<file path="src/rtl/sumador_pkg.sv">
`default_nettype none
// ============================================================================
// Module   : sumador_pkg
// Brief    : Shared types and helpers for the sumador_acumulador datapath:
//            operation encoding, handshake state, sign extension and the
//            saturation bounds used by the optional clamping build.
// Revision : 1.0 - initial release
// ============================================================================
package sumador_pkg;

    // Operation select; bit 1 marks accumulate ops, bit 0 marks subtraction.
    typedef enum logic [1:0] {
        OP_ADD     = 2'b00,
        OP_SUB     = 2'b01,
        OP_ACC_ADD = 2'b10,
        OP_ACC_SUB = 2'b11
    } op_t;

    // Output register occupancy; the encoding doubles as out_valid.
    typedef enum logic [0:0] {
        ST_EMPTY = 1'b0,
        ST_FULL  = 1'b1
    } state_t;

    // Widest datapath the helpers below can describe.
    localparam int unsigned c_max_w = 64;

    // Two's complement image of an already sign-extended value, trimmed to
    // to_width bits (upper bits cleared). The caller supplies the value
    // sign-extended to c_max_w and truncates the result to its own width.
    function automatic logic [c_max_w-1:0] sext(input logic signed [c_max_w-1:0] value,
                                                input int unsigned             to_width);
        logic [c_max_w-1:0] mask;
        mask = (to_width >= c_max_w) ? '1 : ((c_max_w'(1) << to_width) - c_max_w'(1));
        return value & mask;
    endfunction

    // Largest positive value representable in w-bit two's complement.
    function automatic logic [c_max_w-1:0] sat_max(input int unsigned w);
        return (c_max_w'(1) << (w - 1)) - c_max_w'(1);
    endfunction

    // Bit pattern of the most negative w-bit two's complement value.
    function automatic logic [c_max_w-1:0] sat_min(input int unsigned w);
        return c_max_w'(1) << (w - 1);
    endfunction

endpackage : sumador_pkg
`default_nettype wire

</file>
<file path="src/rtl/sumador_core.sv">
`default_nettype none
// ============================================================================
// Module   : sumador_core
// Brief    : Combinational signed adder/subtractor with two's complement
//            overflow detection. Shared by every operation of the top level.
// Revision : 1.0 - initial release
// ============================================================================
module sumador_core #(
    parameter int ACC_W = 8
) (
    input  logic [ACC_W-1:0] x,
    input  logic [ACC_W-1:0] y,
    input  logic             sub,
    output logic [ACC_W-1:0] sum,
    output logic             overflow
);

    logic w_y_sign;

    // Sum/difference plus overflow: operands of equal effective sign giving
    // a result of the opposite sign. For subtraction the effective sign is
    // that of the negated operand.
    always_comb begin
        sum      = sub ? (x - y) : (x + y);
        w_y_sign = sub ? ~y[ACC_W-1] : y[ACC_W-1];
        overflow = (x[ACC_W-1] == w_y_sign) && (sum[ACC_W-1] != x[ACC_W-1]);
    end

endmodule : sumador_core
`default_nettype wire

</file>
<file path="src/rtl/sumador_acumulador.sv">
`default_nettype none
// ============================================================================
// Module   : sumador_acumulador
// Brief    : Registered signed add/sub unit with a running accumulator and a
//            one-deep valid/ready output stage (full throughput).
//            Build option: define SUMADOR_ACUMULADOR_SAT_EN to make the
//            accumulate ops saturate instead of wrapping.
// Revision : 1.0 - initial release
// ============================================================================
module sumador_acumulador
    import sumador_pkg::*;
#(
    parameter int WIDTH = 4,
    parameter int ACC_W = 8
) (
    input  logic             clk,
    input  logic             rst,
    input  logic             in_valid,
    output logic             in_ready,
    input  logic [1:0]       op,
    input  logic [WIDTH-1:0] a,
    input  logic [WIDTH-1:0] b,
    input  logic             clr,
    output logic             out_valid,
    input  logic             out_ready,
    output logic [ACC_W-1:0] c,
    output logic [ACC_W-1:0] acc,
    output logic             ovf
);

`ifdef SUMADOR_ACUMULADOR_SAT_EN
    localparam logic [ACC_W-1:0] c_sat_max = ACC_W'(sat_max(ACC_W));
    localparam logic [ACC_W-1:0] c_sat_min = ACC_W'(sat_min(ACC_W));
`endif

    state_t             r_state;
    state_t             w_state_next;
    logic [ACC_W-1:0]   r_c;
    logic [ACC_W-1:0]   r_acc;
    logic               r_ovf;

    logic               w_accept;
    logic               w_is_acc;
    logic               w_sub;
    logic [ACC_W-1:0]   w_a_ext;
    logic [ACC_W-1:0]   w_b_ext;
    logic [ACC_W-1:0]   w_acc_base;
    logic [ACC_W-1:0]   w_x;
    logic [ACC_W-1:0]   w_y;
    logic [ACC_W-1:0]   w_sum;
    logic               w_overflow;
    logic [ACC_W-1:0]   w_result;

    assign out_valid = (r_state == ST_FULL);
    assign in_ready  = !out_valid || out_ready;
    assign w_accept  = in_valid && in_ready;
    assign c         = r_c;
    assign acc       = r_acc;
    assign ovf       = r_ovf;

    assign w_is_acc  = op[1];
    assign w_sub     = op[0];
    assign w_a_ext   = ACC_W'(sext(c_max_w'($signed(a)), ACC_W));
    assign w_b_ext   = ACC_W'(sext(c_max_w'($signed(b)), ACC_W));
    // A same-cycle clear is applied before accumulating.
    assign w_acc_base = clr ? '0 : r_acc;

    // Operand mux: plain ops use a/b, accumulate ops use the accumulator and a.
    always_comb begin
        w_x = w_a_ext;
        w_y = w_b_ext;
        if (w_is_acc) begin
            w_x = w_acc_base;
            w_y = w_a_ext;
        end
    end

    sumador_core #(
        .ACC_W    (ACC_W)
    ) u_core (
        .x        (w_x),
        .y        (w_y),
        .sub      (w_sub),
        .sum      (w_sum),
        .overflow (w_overflow)
    );

    // Result select; overflow direction follows the sign of the accumulator base.
    always_comb begin
        w_result = w_sum;
`ifdef SUMADOR_ACUMULADOR_SAT_EN
        if (w_is_acc && w_overflow) begin
            w_result = w_x[ACC_W-1] ? c_sat_min : c_sat_max;
        end
`endif
    end

    // Output stage occupancy register.
    always_ff @(posedge clk or posedge rst) begin
        if (rst) begin
            r_state <= ST_EMPTY;
        end else begin
            r_state <= w_state_next;
        end
    end

    // Next occupancy: fill on accept, drain when consumed with nothing new.
    always_comb begin
        w_state_next = r_state;
        case (r_state)
            ST_EMPTY: if (w_accept)               w_state_next = ST_FULL;
            ST_FULL:  if (out_ready && !in_valid) w_state_next = ST_EMPTY;
            default:                              w_state_next = ST_EMPTY;
        endcase
    end

    // Result register loads on every accepted operation.
    always_ff @(posedge clk or posedge rst) begin
        if (rst) begin
            r_c <= '0;
        end else if (w_accept) begin
            r_c <= w_result;
        end
    end

    // Accumulator and sticky overflow; clear wins unless an accumulate op
    // is accepted, in which case it has already been folded into the base.
    always_ff @(posedge clk or posedge rst) begin
        if (rst) begin
            r_acc <= '0;
            r_ovf <= 1'b0;
        end else if (w_accept && w_is_acc) begin
            r_acc <= w_result;
            r_ovf <= (r_ovf && !clr) || w_overflow;
        end else if (clr) begin
            r_acc <= '0;
            r_ovf <= 1'b0;
        end
    end

endmodule : sumador_acumulador
`default_nettype wire

</file>
<file path="config.mk">
export PLATFORM = sky130hd
export DESIGN_NAME = sumador_acumulador
export DESIGN_NICKNAME = d
export VERILOG_FILES = /design/src/rtl/sumador_pkg.sv /design/src/rtl/sumador_core.sv /design/src/rtl/sumador_acumulador.sv
export SDC_FILE = /design/constraint.sdc
export NUM_CORES = 1
export LEC_CHECK = 0
export BUFFER_PORTS_ARGS = -buffer_cell sky130_fd_sc_hd__buf_2
export CORE_MARGIN = 2
export CORE_UTILIZATION = 42
export DETAILED_ROUTE_END_ITERATION = 16
export MAX_ROUTING_LAYER = met4
export PLACE_DENSITY = 0.65
export SLEW_MARGIN = 15
export SYNTH_ARGS = -nofsm -noshare
export SYNTH_HDL_FRONTEND = slang
export SYNTH_SLANG_ARGS = --single-unit
</file>
<file path="constraint.sdc">
create_clock -name clk -period 2.46 [get_ports clk]
set_input_delay 0.615 -clock clk [delete_from_list [all_inputs] [get_ports clk]]
set_output_delay 0.615 -clock clk [all_outputs]
set_load 0.05 [all_outputs]
</file>
## Word level (Yosys, flattened, before mapping)

Index checks and enable logic that the tools add are counted.

| storage, ports and cells | value |
|---|---|
| output and inout bits | 19 |
| input bits | 15 |
| flip-flop bits (word level) | 18 |
| logic and storage cells | 32 |

| cells by class | value |
|---|---|
| reductions and logical operators | 11 |
| add/subtract/negate cells | 2 |
| mux-type cells | 11 |
| bitwise gates (word level) | 2 |
| equality and inequality tests | 2 |

Operators with widths:

| kind | count |
|---|---|
| $mux 8 | 5 |
| $add 8x8->8 | 1 |
| $sub 8x8->8 | 1 |
| $logic_and 1x1->1 | 5 |
| $mux 1 | 5 |
| $logic_not 1->1 | 3 |
| $logic_or 1x1->1 | 2 |
| $not 1->1 | 2 |
| $pmux 1 s2 | 1 |
| $reduce_bool 2->1 | 1 |
| $eq 1x1->1 | 1 |
| $ne 1x1->1 | 1 |

## Longest topological paths before layout

| depth | value |
|---|---|
| depth in word-level cells | 8 |
| mapped depth | 12 |

## Cells and area by module

Synthesis repeated with hierarchy kept, for this count alone.

| unflattened totals | value |
|---|---|
| cell total of the unflattened synthesis | 126 |
| area, all modules | 1370.1 µm² |

Modules (own cells, without submodules):

| module | seq. area each (µm²) | times used | area each (µm²) | cells an instance |
|---|---|---|---|---|
| sumador_acumulador | 450.4 | 1 | 905.9 | 64 |
| sumador_core | 0.0 | 1 | 464.2 | 62 |

## Worst setup path after synthesis

OpenSTA, ideal clock, no wires.

| path | value |
|---|---|
| path kind | input-to-reg |
| start | in op[1] |
| end | reg r_c[7] (netlist: c[7]) |
| stages on the path | 12 |
| arrival | 2.719 ns |
| slack | -0.328 ns |
| cells stage by stage | buf_6 -> mux2i_1 -> nand3_1 -> ha_1 -> inv_1 -> o21ai_0 -> ha_1 -> nand4_1 -> a21oi_1 -> nand3b_2 -> or4_1 -> nand3_1 |

| between the ends | value |
|---|---|
| word-level cells in the longest chain between the ends | 3 |
| elaborated cells between the ends (all ways) | 5 |
| classes of those cells | 2 x add/sub; 3 x mux |

Ends and longest elaborated chain:

| item | line | text |
|---|---|---|
| start, declared | sumador_acumulador.sv:20 | `input logic [1:0] op,` |
| $mux 8 | sumador_acumulador.sv:72 | `if (w_is_acc) begin` |
| $add 8x8->8 / $sub 8x8->8 (equally long branches) | sumador_core.sv:24 | `sum = sub ? (x - y) : (x + y);` |
| $mux 8 * | sumador_core.sv:24 |  |
| end signal, assigned | sumador_acumulador.sv:122 | `r_c <= w_result;` |
| end, declared | sumador_acumulador.sv:38 | `logic [ACC_W-1:0] r_c;` |

Every way passes the cells marked *; elsewhere a longest branch is shown, timed or not.
A chain may end at the register's enable or synchronous reset.

## Final worst setup path

Same ends and word-level chain as after synthesis.

==> impl_metrics.csv <==
group,metric,value,unit
status,status,"finished clean",
setup_path,crit_type,"primary input to register",
clock_tree,clk_pin_slew_worst_paths,0.11,ns
power_and_ir_drop,irDropWorstVdd,0.000334,V
die,core-area,3280,um^2
synthesis,async_flop_share,100,%
timing,clock_skew,0.00167,ns
clock_tree,cts_buffer_depth,2,
power_and_ir_drop,leakage,0.964,nW
placement,io_buffers,33,
placement,placed_area,1820,um^2
synthesis,netlist_top_cells_count,"dfrtp_1, nand2_1, ha_1, nand3_1",
timing,maxSlewViolCount,0,
layout,antenna_cells,0,
global_route,grt_first_pass_wirelength,5280,um
setup_path,critPathCaptureType,"register",
layout,drive_gt1_share,46.0,%
clock_tree,htree_num_levels,1,
routing,routed_wl,3380,um
routing,drtPass1Iterations,4,
synthesis,yosysUniqueCellTypes,44,
job,maxCapViolCount,0,
clock_tree,clock-sinks,18,
timing,hold_viol,0,
synthesis,syn_area_per_cell,9.18,um^2
die,dieWidth,62.0,um
timing,max_freq,414,MHz
global_route,antenna_found_initial,0,
placement,dp_hpwl,2650,um
synthesis,synth_edf_count,0,
layout,num-fill-cells,288,
placement,place.gp.congestion,0.898,
synthesis,seq_area_frac_synth,31.9,%
routing,dr_total_vias,1342,
die,ios,34,
setup_path,start_kind,"primary input",
die,die_h,62.0,um
layout,fin_util,59.0,%
die,start_util,43.0,%
timing,slew_headroom,50.9,%
synthesis,yosys-top-cells-area,"dfrtp_1, ha_1, nand2_1",
layout,final_area,1940,um^2
timing,rsz0062_at_grt,"yes",
synthesis,synth_warnings,0,
global_route,grt_pass1_vias,1232,
synthesis,ys.flop_type,"dfrtp_1",
clock_tree,cts_tree,"built",
timing,post-route-period-util,98.3,%
die,design.die.area,3850,um^2
timing,max_slew.worst_pin.slew,0.735,ns
clock_tree,cts-buffers-inserted,3,
synthesis,synth_top_area_cell,"dfrtp_1",
layout,area_delta_synth_final,37.2,%
die,fp-row-count,21,
clock_tree,hold_buffers,0,
timing,period_needed,2.42,ns
synthesis,netlist.area_leader.share,31.9,%
routing,final_antenna_net_count,0,
global_route,grt_max_degree,19,
timing,setup_viol,0,
layout,fin_nets,237,
clock_tree,root_buffer,"clkbuf_4",
min_path,min_path_type,"primary input to async pin",
synthesis,synth_area,1410,um^2
synthesis,yosysMostFrequentCell,"dfrtp_1",
power_and_ir_drop,pwr_density_cell,694,nW/um^2
setup_path,cp_data_arrival_time,2.66,ns
routing,drc,0,
clock_tree,clock_latency,0.30,ns
routing,viasPerCell,5.22,
global_route,gr-total-overflow,0,
synthesis,syn_nets,179,
routing,drtIter0Drc,26,
power_and_ir_drop,power.total,1.35,mW
setup_path,critPathRequiredTime,2.71,ns
global_route,track_usage,19.3,%
synthesis,synthCells,154,
setup_path,path_max_fanout,6,
routing,wl_per_cell,13.2,um
synthesis,ys_ff_latch,18,
-- flip-flops by register name, indices dropped and copies added, names as in the netlist --
register	cells
out_valid	1
ovf	1
c	8
acc	8
-- through the flow --
| stage | worst slack, ns | hold WS, ns | TNS, ns | instances |
|---|---|---|---|---|
| 2_1_floorplan | -0.189 | 0.554 | -1.59 | 154 |
| 3_3_place_gp | -0.477 | 0.462 | -4.88 | 250 |
| 3_5_place_dp | -0.513 | 0.472 | -5.28 | 250 |
| 4_1_cts | -0.0212 | 0.438 | -0.0443 | 256 |
| 5_1_grt | -0.0374 | 0.463 | -0.120 | 257 |
| 6_report | 0.0422 | 0.419 | 0 | 257 |
-- layer usage --
| metal | vias to the layer above | part of all wire (%) | track usage [%] |
|---|---|---|---|
| met5 | - | 0 | - |
| met4 | 0 | 0.80 | 4.56 |
| met3 | 6 | 4.3 | 3.93 |
| met2 | 42 | 51 | 34.8 |
| met1 | 629 | 44 | 21.6 |
| li1 | 665 | - | - |
-- path summary, 6_finish.rpt --
kind | startpoint | end | slack [ns] | cells after the start
max | op[1] | c[7]$_DFFE_PP0P_ | 0.04 | 12
min | rst | c[1]$_DFFE_PP0P_ | 0.42 | 2
max reg2reg | acc[4]$_DFF_PP0_ | c[7]$_DFFE_PP0P_ | 0.39 | 8
min reg2reg | c[3]$_DFFE_PP0P_ | c[3]$_DFFE_PP0P_ | 0.50 | 1
max in group asynchronous | rst | out_valid$_DFF_PP0_ | 1.58 | 2
min in group clk | c[3]$_DFFE_PP0P_ | c[3]$_DFFE_PP0P_ | 0.50 | 1
-- cell type report --
class | count | area [um^2] | area share [%]
tap | 46 | 57.6 | 2.97
timing repair buffer | 59 | 375 | 19.4
sequential | 18 | 450 | 23.2
clock buffer | 4 | 36.3 | 1.87
inverter | 8 | 30.0 | 1.55
multi-input combinational | 122 | 990 | 51.0
-- where the power goes --
| part | switching [mW] | internal [mW] | total (mW) |
|---|---|---|---|
| Combinational | 0.486 | 0.274 | 0.761 |
| Clock | 0.0986 | 0.0904 | 0.189 |
| Sequential | 0.0335 | 0.364 | 0.397 |
| Total | 0.618 | 0.728 | 1.35 |
-- layout by cell type (no fill, tap or decap), types with 2 or more instances in the layout --
master	instances
clkbuf_4	3
o21ai_2	2
buf_4	26
o21ai_1	5
nand2b_1	3
a21oi_2	3
a21o_1	4
ha_1	7
and2b_2	4
nor2_1	5
mux2_2	4
nor3b_1	2
mux2_1	2
nand2_1	15
mux2i_4	3
buf_2	32
or4_1	4
dfrtp_1	18
a31o_2	2
nand3_1	8
nor2b_1	3
a21oi_1	4
o21ai_0	5
xnor2_1	5
nor2b_2	2
xor2_1	6
inv_1	7
-- repair_timing --
action	in CTS	in global routing
pin swaps	2	6
gates resized for setup	5	9
setup endpoints to repair	10	10
setup buffers	2	1
-- kinds of logic (layout without fill, tap and decap cells) --
logic type               after synthesis  count (layout)  synth area share (%)
flip-flops                            18              18                  31.9
AND/OR/NAND/NOR                       57              57                  22.8
XOR/XNOR                              11              11                  6.81
multiplexers                          11              11                  8.58
adder cells (fa/ha/maj)               10              10                  9.38
AO/OA/AOI/OAI                         33              33                  15.0
buffers and inverters                 14              71                  5.49
-- critical path, cell delays in order --
cell,delay [ns]
buf_12,0.12
mux2i_4,0.19
ha_2,0.32
nor2_2,0.04
a21oi_2,0.17
inv_1,0.07
ha_1,0.28
nand3b_1,0.11
a21oi_1,0.08
nand3b_4,0.17
or4_1,0.41
nand3_1,0.09
(Power assumes the default switching activity.)
